[src/rtl/uart_pkg.sv]
// Shared types and helpers for the UART transmit framer.
package uart_pkg;

  typedef enum logic [2:0] {
    IDLE   = 3'd0,
    SYNC   = 3'd1,
    START  = 3'd2,
    DATA   = 3'd3,
    PARITY = 3'd4,
    STOP   = 3'd5
  } uart_tx_state_t;

  localparam int unsigned DATA_BITS_MIN = 5;
  localparam int unsigned DATA_BITS_MAX = 9;
  localparam int unsigned STOP_BITS_MIN = 1;
  localparam int unsigned STOP_BITS_MAX = 2;

  // Bit periods in one frame after SYNC: start + data + optional parity + stop.
  function automatic int unsigned frame_len(input int unsigned data_bits,
                                            input int unsigned stop_bits,
                                            input logic        parity);
    return 32'(1) + data_bits + 32'(parity) + stop_bits;
  endfunction

endpackage

[src/rtl/uart_tx_framer_piso_shift.sv]
// Parallel-load, right-shift register feeding the serial data bit (LSB first).
module piso_shift #(
  parameter int unsigned WIDTH = 8
) (
  input  logic             clk,
  input  logic             rst,
  input  logic             load,
  input  logic             shift,
  input  logic [WIDTH-1:0] din,
  output logic             sout
);

  logic [WIDTH-1:0] q;

  always_ff @(posedge clk or posedge rst) begin
    if (rst) begin
      q <= '0;
    end else if (load) begin
      q <= din;
    end else if (shift) begin
      q <= {1'b0, q[WIDTH-1:1]};
    end
  end

  assign sout = q[0];

endmodule

[src/rtl/uart_tx_framer.sv]
// UART transmit framer: start, DATA_BITS data (LSB first), optional even parity, STOP_BITS stop.
// Even parity bit is present only when UART_TX_PARITY_EN is defined.
module uart_tx_framer
  import uart_pkg::*;
#(
  parameter int unsigned DATA_BITS = 8,
  parameter int unsigned STOP_BITS = 1
) (
  input  logic                 clk,
  input  logic                 r,
  input  logic                 tick,
  input  logic [DATA_BITS-1:0] in_data,
  input  logic                 in_valid,
  output logic                 in_ready,
  output logic                 tx,
  output logic                 busy
);

  localparam int unsigned CNT_W = $clog2(DATA_BITS + 1);

  localparam logic [2:0] ST_IDLE   = 3'(IDLE);
  localparam logic [2:0] ST_SYNC   = 3'(SYNC);
  localparam logic [2:0] ST_START  = 3'(START);
  localparam logic [2:0] ST_DATA   = 3'(DATA);
`ifdef UART_TX_PARITY_EN
  localparam logic [2:0] ST_PARITY = 3'(PARITY);
`endif
  localparam logic [2:0] ST_STOP   = 3'(STOP);

  logic [2:0]       state_q, state_d;
  logic [CNT_W-1:0] cnt_q, cnt_d;
  logic             tx_d, in_ready_d, busy_d;
  logic             load, shift, shift_out;

  piso_shift #(
    .WIDTH (DATA_BITS)
  ) u_shift (
    .clk   (clk),
    .rst   (r),
    .load  (load),
    .shift (shift),
    .din   (in_data),
    .sout  (shift_out)
  );

`ifdef UART_TX_PARITY_EN
  logic parity_q;

  // Even parity of the accepted byte, captured alongside the shift register load.
  always_ff @(posedge clk or posedge r) begin
    if (r) begin
      parity_q <= 1'b0;
    end else if (load) begin
      parity_q <= ^in_data;
    end
  end
`endif

  // Next-state and next-output logic; tx/in_ready/busy are registered below.
  always_comb begin
    state_d = state_q;
    cnt_d   = cnt_q;
    tx_d    = tx;
    load    = 1'b0;
    shift   = 1'b0;
    case (state_q)
      ST_IDLE: begin
        tx_d = 1'b1;
        if (in_valid && in_ready) begin
          state_d = ST_SYNC;
          load    = 1'b1;
        end
      end
      ST_SYNC: begin
        if (tick) begin
          state_d = ST_START;
          tx_d    = 1'b0;
        end
      end
      ST_START: begin
        if (tick) begin
          state_d = ST_DATA;
          tx_d    = shift_out;
          shift   = 1'b1;
          cnt_d   = CNT_W'(DATA_BITS - 1);
        end
      end
      ST_DATA: begin
        if (tick) begin
          if (cnt_q == '0) begin
`ifdef UART_TX_PARITY_EN
            state_d = ST_PARITY;
            tx_d    = parity_q;
`else
            state_d = ST_STOP;
            tx_d    = 1'b1;
            cnt_d   = CNT_W'(STOP_BITS - 1);
`endif
          end else begin
            tx_d  = shift_out;
            shift = 1'b1;
            cnt_d = cnt_q - CNT_W'(1);
          end
        end
      end
`ifdef UART_TX_PARITY_EN
      ST_PARITY: begin
        if (tick) begin
          state_d = ST_STOP;
          tx_d    = 1'b1;
          cnt_d   = CNT_W'(STOP_BITS - 1);
        end
      end
`endif
      ST_STOP: begin
        tx_d = 1'b1;
        if (tick) begin
          if (cnt_q == '0) begin
            state_d = ST_IDLE;
          end else begin
            cnt_d = cnt_q - CNT_W'(1);
          end
        end
      end
      default: begin
        state_d = ST_IDLE;
        tx_d    = 1'b1;
      end
    endcase
    in_ready_d = (state_d == ST_IDLE);
    busy_d     = (state_d != ST_IDLE);
  end

  always_ff @(posedge clk or posedge r) begin
    if (r) begin
      state_q  <= ST_IDLE;
      cnt_q    <= '0;
      tx       <= 1'b1;
      in_ready <= 1'b1;
      busy     <= 1'b0;
    end else begin
      state_q  <= state_d;
      cnt_q    <= cnt_d;
      tx       <= tx_d;
      in_ready <= in_ready_d;
      busy     <= busy_d;
    end
  end

endmodule

[config.mk]
export PLATFORM = sky130hd
export DESIGN_NAME = uart_tx_framer
export DESIGN_NICKNAME = d
export VERILOG_FILES = /design/src/rtl/uart_pkg.sv /design/src/rtl/uart_tx_framer_piso_shift.sv /design/src/rtl/uart_tx_framer.sv
export SDC_FILE = /design/constraint.sdc
export NUM_CORES = 1
export LEC_CHECK = 0
export ABC_AREA = 1
export CAP_MARGIN = 30
export CELL_PAD_IN_SITES_DETAIL_PLACEMENT = 1
export CELL_PAD_IN_SITES_GLOBAL_PLACEMENT = 2
export CORE_ASPECT_RATIO = 1.25
export CORE_UTILIZATION = 27
export CTS_CLUSTER_DIAMETER = 200
export DETAILED_ROUTE_END_ITERATION = 6
export PLACE_DENSITY = 0.75
export SKIP_CTS_REPAIR_TIMING = 1
export SYNTH_ARGS = -nofsm -noshare
export SYNTH_HDL_FRONTEND = slang
export SYNTH_SLANG_ARGS = --single-unit
[constraint.sdc]
create_clock -name clk -period 1.35 [get_ports clk]
set_clock_uncertainty 0.2 [all_clocks]
set_input_delay 0.2025 -clock clk [delete_from_list [all_inputs] [get_ports clk]]
set_output_delay 0.2025 -clock clk [all_outputs]
set_load 0.02 [all_outputs]
==> flow_summary.ini, run 1 <==
[drt]
drt_iter0_drc = 13
routedLengthMet1_um = 1150
drtAntennaViolNets = 0
drt_wl_total_um = 2690
avgRoutedWirePerCell_um = 11.6
dr_total_vias = 1020
drc = 0
wl_met3_um = 51
via_per_inst = 4.42
dr.max_layer_used = met4
wl_met2_um = 1440
firstDrtPassIters = 2

[die]
dieArea_sq_um = 4230
die_x_um = 58.4
core_sq_um = 3780
row_count = 25
chipHeight_um = 72.5
start_util_pct = 28.3
ios = 15

[pwr]
powerDensity_nw_per_um2 = 2110
p_leak_nw = 0.807
ir_drop_mv = 0.588

[min_path]
hold_path_class = input port to asynchronous set/reset pin

[yosys]
ys_seq_area_share_pct = 42.2
ys_top_cells_by_count = nand2_1 (49), inv_1 (18), dfrtp_1 (16)
synth-seq-cells = 18
synth-async-reset-ratio_pct = 100
synth_area_per_cell_sq_um = 7.66
syn_inst = 140
synth_cell_types = 23
synthTopCellsByArea = dfrtp_1 (37%), nand2_1 (17%), inv_1 (6.3%)
synthFlopType = dfrtp_1
syn-num-nets = 154
yosys.area.top_type = dfrtp_1
yosysMostFrequentCell = nand2_1
synth_top_cell_area_share_pct = 37.3
syn_area_sq_um = 1070
synth-edff-count = 0
yosys_warnings = 0

[clock_network]
cts_inserted_buffers = 3
clock_latency_ps = 260
cts.sinks = 18
clockRootBuffer = clkbuf_8
path_clk_slew_ps = 80
cts-htree-levels = 1
cts_tree = done
clockBufferDepth = 2

[worst_setup_path]
critical_path.max_fanout = 7
worstSetupPathType = register to register
startpoint_type = register
critPathRequiredTime_ps = 1340
arrival_ps = 1490
endpoint_kind = register

[flow_run]
drv_cap = 0

[cells_and_area]
n_antenna_cell = 0
syn2layout_area_growth_pct = 47.3
final_nets = 192
fillers = 462
post_route_cells_drive_above_1_share_pct = 36.7
fin_util_pct = 41.7

[sta]
finalHoldViolCount = 0
worstMarginPinSlew_ps = 276
finalCritPeriodShare_pct = 111
rsz0062_at_grt = true
fin_crit_ps = 1500
drv_slew = 0
setup_ws_ps = -148
finalSetupViolations = 16
max_freq_mhz = 667
slew_headroom_pct = 81.5
timing.hold.ws_ps = 65.0

[placed_design]
portBuffers = 14
routabilityCongestion = 0.767
dp_slack_ps = -265
dp_hpwl_um = 2140

[grt]
antenna_found_initial = 0
grt_pass1_vias = 1067
grt_start_max_net_pins = 19
track_usage_pct = 14.2
grt_pass1_wl_um = 4600
overflow = 0

[run_status]
violations = setup timing
outcome = finished, violations left
power breakdown:
part	internal [mW]	switching (mW)	leakage (nW)
logic	0.833	1.07	0.557
clock network	0.259	0.195	0.0288
registers	0.799	0.169	0.220
total	1.89	1.43	0.807
state kept, by name, indices dropped and copies added (netlist names):
name       count
busy           1
cnt_q          4
in_ready       1
state_q        3
tx             1
u_shift.q      8
layer usage:
layer	vias to the layer above	GRT usage, %
met5	-	0
met4	0	5.56
met3	4	1.60
met2	12	26.9
met1	495	15.8
li1	509	-
stage by stage:
step / TNS, ps / cells / area, sq um / power [mW]
2_1_floorplan: -157 / 140 / 1110 / 2.06
3_3_place_gp: -3190 / 224 / 1450 / 2.66
3_5_place_dp: -3560 / 224 / 1450 / 2.72
4_1_cts: -3420 / 228 / 1500 / 3.19
5_1_grt: -3080 / 231 / 1580 / 3.61
6_report: -1630 / 231 / 1580 / 3.33
worst paths after layout:
| path | startpoint | end | cells past startpoint | slack (ps) |
|---|---|---|---|---|
| setup reg to reg | cnt_q[1] | u_shift.q[7] | 8 | -150 |
| setup / recovery | cnt_q[1] | u_shift.q[7] | 8 | -150 |
| max in group asynchronous | r | tx | 3 | 670 |
| min in group clk | u_shift.q[3] | u_shift.q[3] | 2 | 280 |
| hold / removal | r | u_shift.q[4] | 3 | 60 |
| hold reg to reg | u_shift.q[3] | u_shift.q[3] | 2 | 280 |
cells in the final DEF (no fill, tap or decap), types with 4 or more instances in the layout:
| master | n |
|---|---|
| nand2_2 | 6 |
| clkbuf_8 | 4 |
| inv_2 | 6 |
| buf_4 | 18 |
| clkdlybuf4s50_1 | 11 |
| dfrtp_1 | 14 |
| nor2_2 | 5 |
| nand2_4 | 4 |
| nand2_1 | 43 |
| nand3_1 | 9 |
| a21oi_1 | 5 |
| o21ai_1 | 4 |
| inv_1 | 15 |
critical path, cell delays in order, from the launching register on:
cell and delay [ps]:
dfrtp_1 390, inv_2 80, ha_4 130, nand2_4 60
o21ai_4 250, nand2_4 110, inv_4 100, nand2_1 60
nand2_1 50
kinds of logic after synthesis:
kind of cell             Yosys count  synth area share [%]
AND/OR/NAND/NOR                   81                  38.6
buffers and inverters             24                  8.40
flip-flops                        18                  42.2
AO/OA/AOI/OAI                     14                  7.58
adder cells (fa/ha/maj)            2                  2.33
XOR/XNOR                           1                 0.817
final cells by class:
| class | count | area (sq um) | area share [%] |
|---|---|---|---|
| Inverter | 24 | 97.6 | 6.18 |
| Tap cell | 54 | 67.6 | 4.28 |
| Timing Repair Buffer | 33 | 300 | 19.0 |
| Sequential cell | 18 | 455 | 28.8 |
| Multi-Input combinational cell | 98 | 603 | 38.2 |
| Clock buffer | 4 | 55.1 | 3.49 |
No activity file was read; power rests on OpenSTA's default activity.
==> run 2, diff against run 1 <==
--- a/config.mk
+++ b/config.mk
@@ -12,8 +12,9 @@
 export CORE_ASPECT_RATIO = 1.25
 export CORE_UTILIZATION = 27
 export CTS_CLUSTER_DIAMETER = 200
+export CTS_CLUSTER_SIZE = 30
 export DETAILED_ROUTE_END_ITERATION = 6
-export PLACE_DENSITY = 0.75
+export PLACE_DENSITY = 0.8
 export SKIP_CTS_REPAIR_TIMING = 1
 export SYNTH_ARGS = -nofsm -noshare
 export SYNTH_HDL_FRONTEND = slang
==> run 2 against run 1 <==
Net effect: the flow still finishes with violations (setup timing); utilization increased by 1.2 points; sequential power increased by 1%; design area increased by 2.9%; first-iteration DRC count increased by 31%; sequential share of layout area decreased by 0.74 points; critical endpoint is now u_shift.q[4]; highest routed layer unchanged.
==> flow_summary.ini, run 2 (synthesis results as in run 1) <==
[run_status]
outcome = finished, violations left
violations = setup timing

[cells_and_area]
fillers = 460
n_antenna_cell = 0
largest_reg_flops = 8
layout.area.seq_sq_um = 457
final_nets = 193
top_register = u_shift.q
final_cell_mix = nand2_1 (36), buf_4 (18), inv_1 (15)
fin_util_pct = 42.9
reg_top3 = u_shift.q (8), cnt_q (4), state_q (3)
syn2layout_area_growth_pct = 51.6
layout_commonest_cell = nand2_1
post_route_cells_drive_above_1_share_pct = 43.3
multi_input_comb_area_sq_um = 642

[sta]
slew_headroom_pct = 83.1
finalHoldViolCount = 0
setup_ws_ps = -144
drv_slew = 0
fin_crit_ps = 1490
max_freq_mhz = 669
worstMarginPinSlew_ps = 253
finalSetupViolations = 17
rsz0062_at_grt = true
finalCritPeriodShare_pct = 111

[drt]
drt_wl_total_um = 2850
drt_iter0_drc = 17
avgRoutedWirePerCell_um = 12.3
via_per_inst = 4.41
dr_total_vias = 1024
firstDrtPassIters = 2
drc = 0
drtAntennaViolNets = 0

[flow_run]
drv_cap = 0

[grt]
use_met1_pct = 16.5
overflow = 0
grt_start_max_net_pins = 19
antenna_found_initial = 0
busiest_layer = met2
grt_pass1_vias = 1098
grt_use_met2_pct = 27.8
use_met3_pct = 1.60
track_usage_pct = 14.5
grt_pass1_wl_um = 4700

[worst_setup_path]
reg2reg_depth = 8
critPathRequiredTime_ps = 1340
endpoint_kind = register
startpoint_type = register
worst_r2r_endpoint = u_shift.q[4]
critical_path.max_fanout = 7
reg2reg_slack_ps = -140
arrival_ps = 1490
worstReg2RegStart = cnt_q[0]
worstSetupPathType = register to register

[die]
start_util_pct = 28.3
core_sq_um = 3780
row_count = 25
dieArea_sq_um = 4230
ios = 15
die_x_um = 58.4
chipHeight_um = 72.5

[min_path]
hold_path_class = input port to asynchronous set/reset pin

[clock_network]
path_clk_slew_ps = 70
cts-htree-levels = 1
cts_tree = done
clockRootBuffer = clkbuf_8
cts.sinks = 18
clock_latency_ps = 250
cts_inserted_buffers = 3
clockBufferDepth = 2

[pwr]
p_switching_mw = 1.52
internal_power_mw = 1.87
p_sw_share_pct = 44.8
ir_drop_mv = 0.814
powerDensity_nw_per_um2 = 2090
p_total_mw = 3.39
p_leak_nw = 0.814
clkPwrFrac_pct = 11.7
p_comb_share_pct = 59.4
pwr-share-seq_pct = 28.9

[placed_design]
routabilityCongestion = 0.830
dp_hpwl_um = 2100
portBuffers = 14
==> run 2: changes by cell type in the layout (fill, tap and decap cells not counted), moves of 2 or more <==
cell     before  now
nand2_2       6   13
a21oi_2       0    3
nand2_1      43   36
nor2_2        5    3
a21oi_1       5    2
==> run 2: worst max-delay path by stage <==
stage               startpoint  slack, ps  cells past startpoint      endpoint
finish                cnt_q[0]       -140                      8  u_shift.q[4]
global route          cnt_q[0]       -250                      7  u_shift.q[5]
CTS                   in_ready       -450                      1      in_ready
detailed placement        tick       -260                      8  u_shift.q[4]
global placement          tick       -230                      8  u_shift.q[4]
floorplan             cnt_q[0]        -30                      8  u_shift.q[2]
==> run 2: layout make-up <==
type	instances	area share, %
clock buffer	4	2.77
inverter	24	6.31
multi-input combinational	98	39.5
sequential	18	28.1
tap	54	4.16
timing repair buffer	34	19.2
==> run 2: routing by layer <==
layer / vias to the layer above / routed length (um)
met5: - / 0
met4: 0 / 9
met3: 2 / 35
met2: 6 / 1640
met1: 504 / 1170
li1: 512 / -
==> run 2: critical path, stage by stage, from the launching register on <==
cell	delay, ps
dfrtp_1	390
inv_2	90
ha_4	140
nand2_4	60
o21ai_4	240
nand2_4	110
inv_6	100
nand2_2	50
nand2_2	50
==> run 2: per-stage QoR <==
| stage | setup WS (ps) | instance area, sq um | hold WS (ps) | TNS (ps) | cells |
|---|---|---|---|---|---|
| after detailed placement | -256 | 1450 | 264 | -3550 | 224 |
| final | -144 | 1630 | 61.4 | -1570 | 232 |
| after CTS | -452 | 1490 | 66.1 | -3310 | 228 |
| after global routing | -252 | 1630 | 74.6 | -2980 | 232 |
| after floorplan | -28.3 | 1110 | -60.5 | -157 | 140 |
| after global placement | -226 | 1450 | 260 | -3060 | 224 |
==> run 2: power groups by stage <==
stage | registers (mW) | clock network (mW) | logic [mW]
final | 0.979 | 0.397 | 2.01
after global routing | 1.01 | 0.436 | 2.24
after CTS | 0.949 | 0.413 | 1.76
after detailed placement | 0.959 | 0 | 1.75
after global placement | 0.947 | 0 | 1.69
after floorplan | 1.03 | 0 | 1.03
==> run 3, diff against run 2 <==
--- a/config.mk
+++ b/config.mk
@@ -14,6 +14,7 @@
 export CTS_CLUSTER_DIAMETER = 200
 export CTS_CLUSTER_SIZE = 30
 export DETAILED_ROUTE_END_ITERATION = 6
+export GPL_ROUTABILITY_DRIVEN = 0
 export PLACE_DENSITY = 0.8
 export SKIP_CTS_REPAIR_TIMING = 1
 export SYNTH_ARGS = -nofsm -noshare
==> results of run 3 <==
Same layout as run 2: the final DEF is identical, and so are final timing and power.
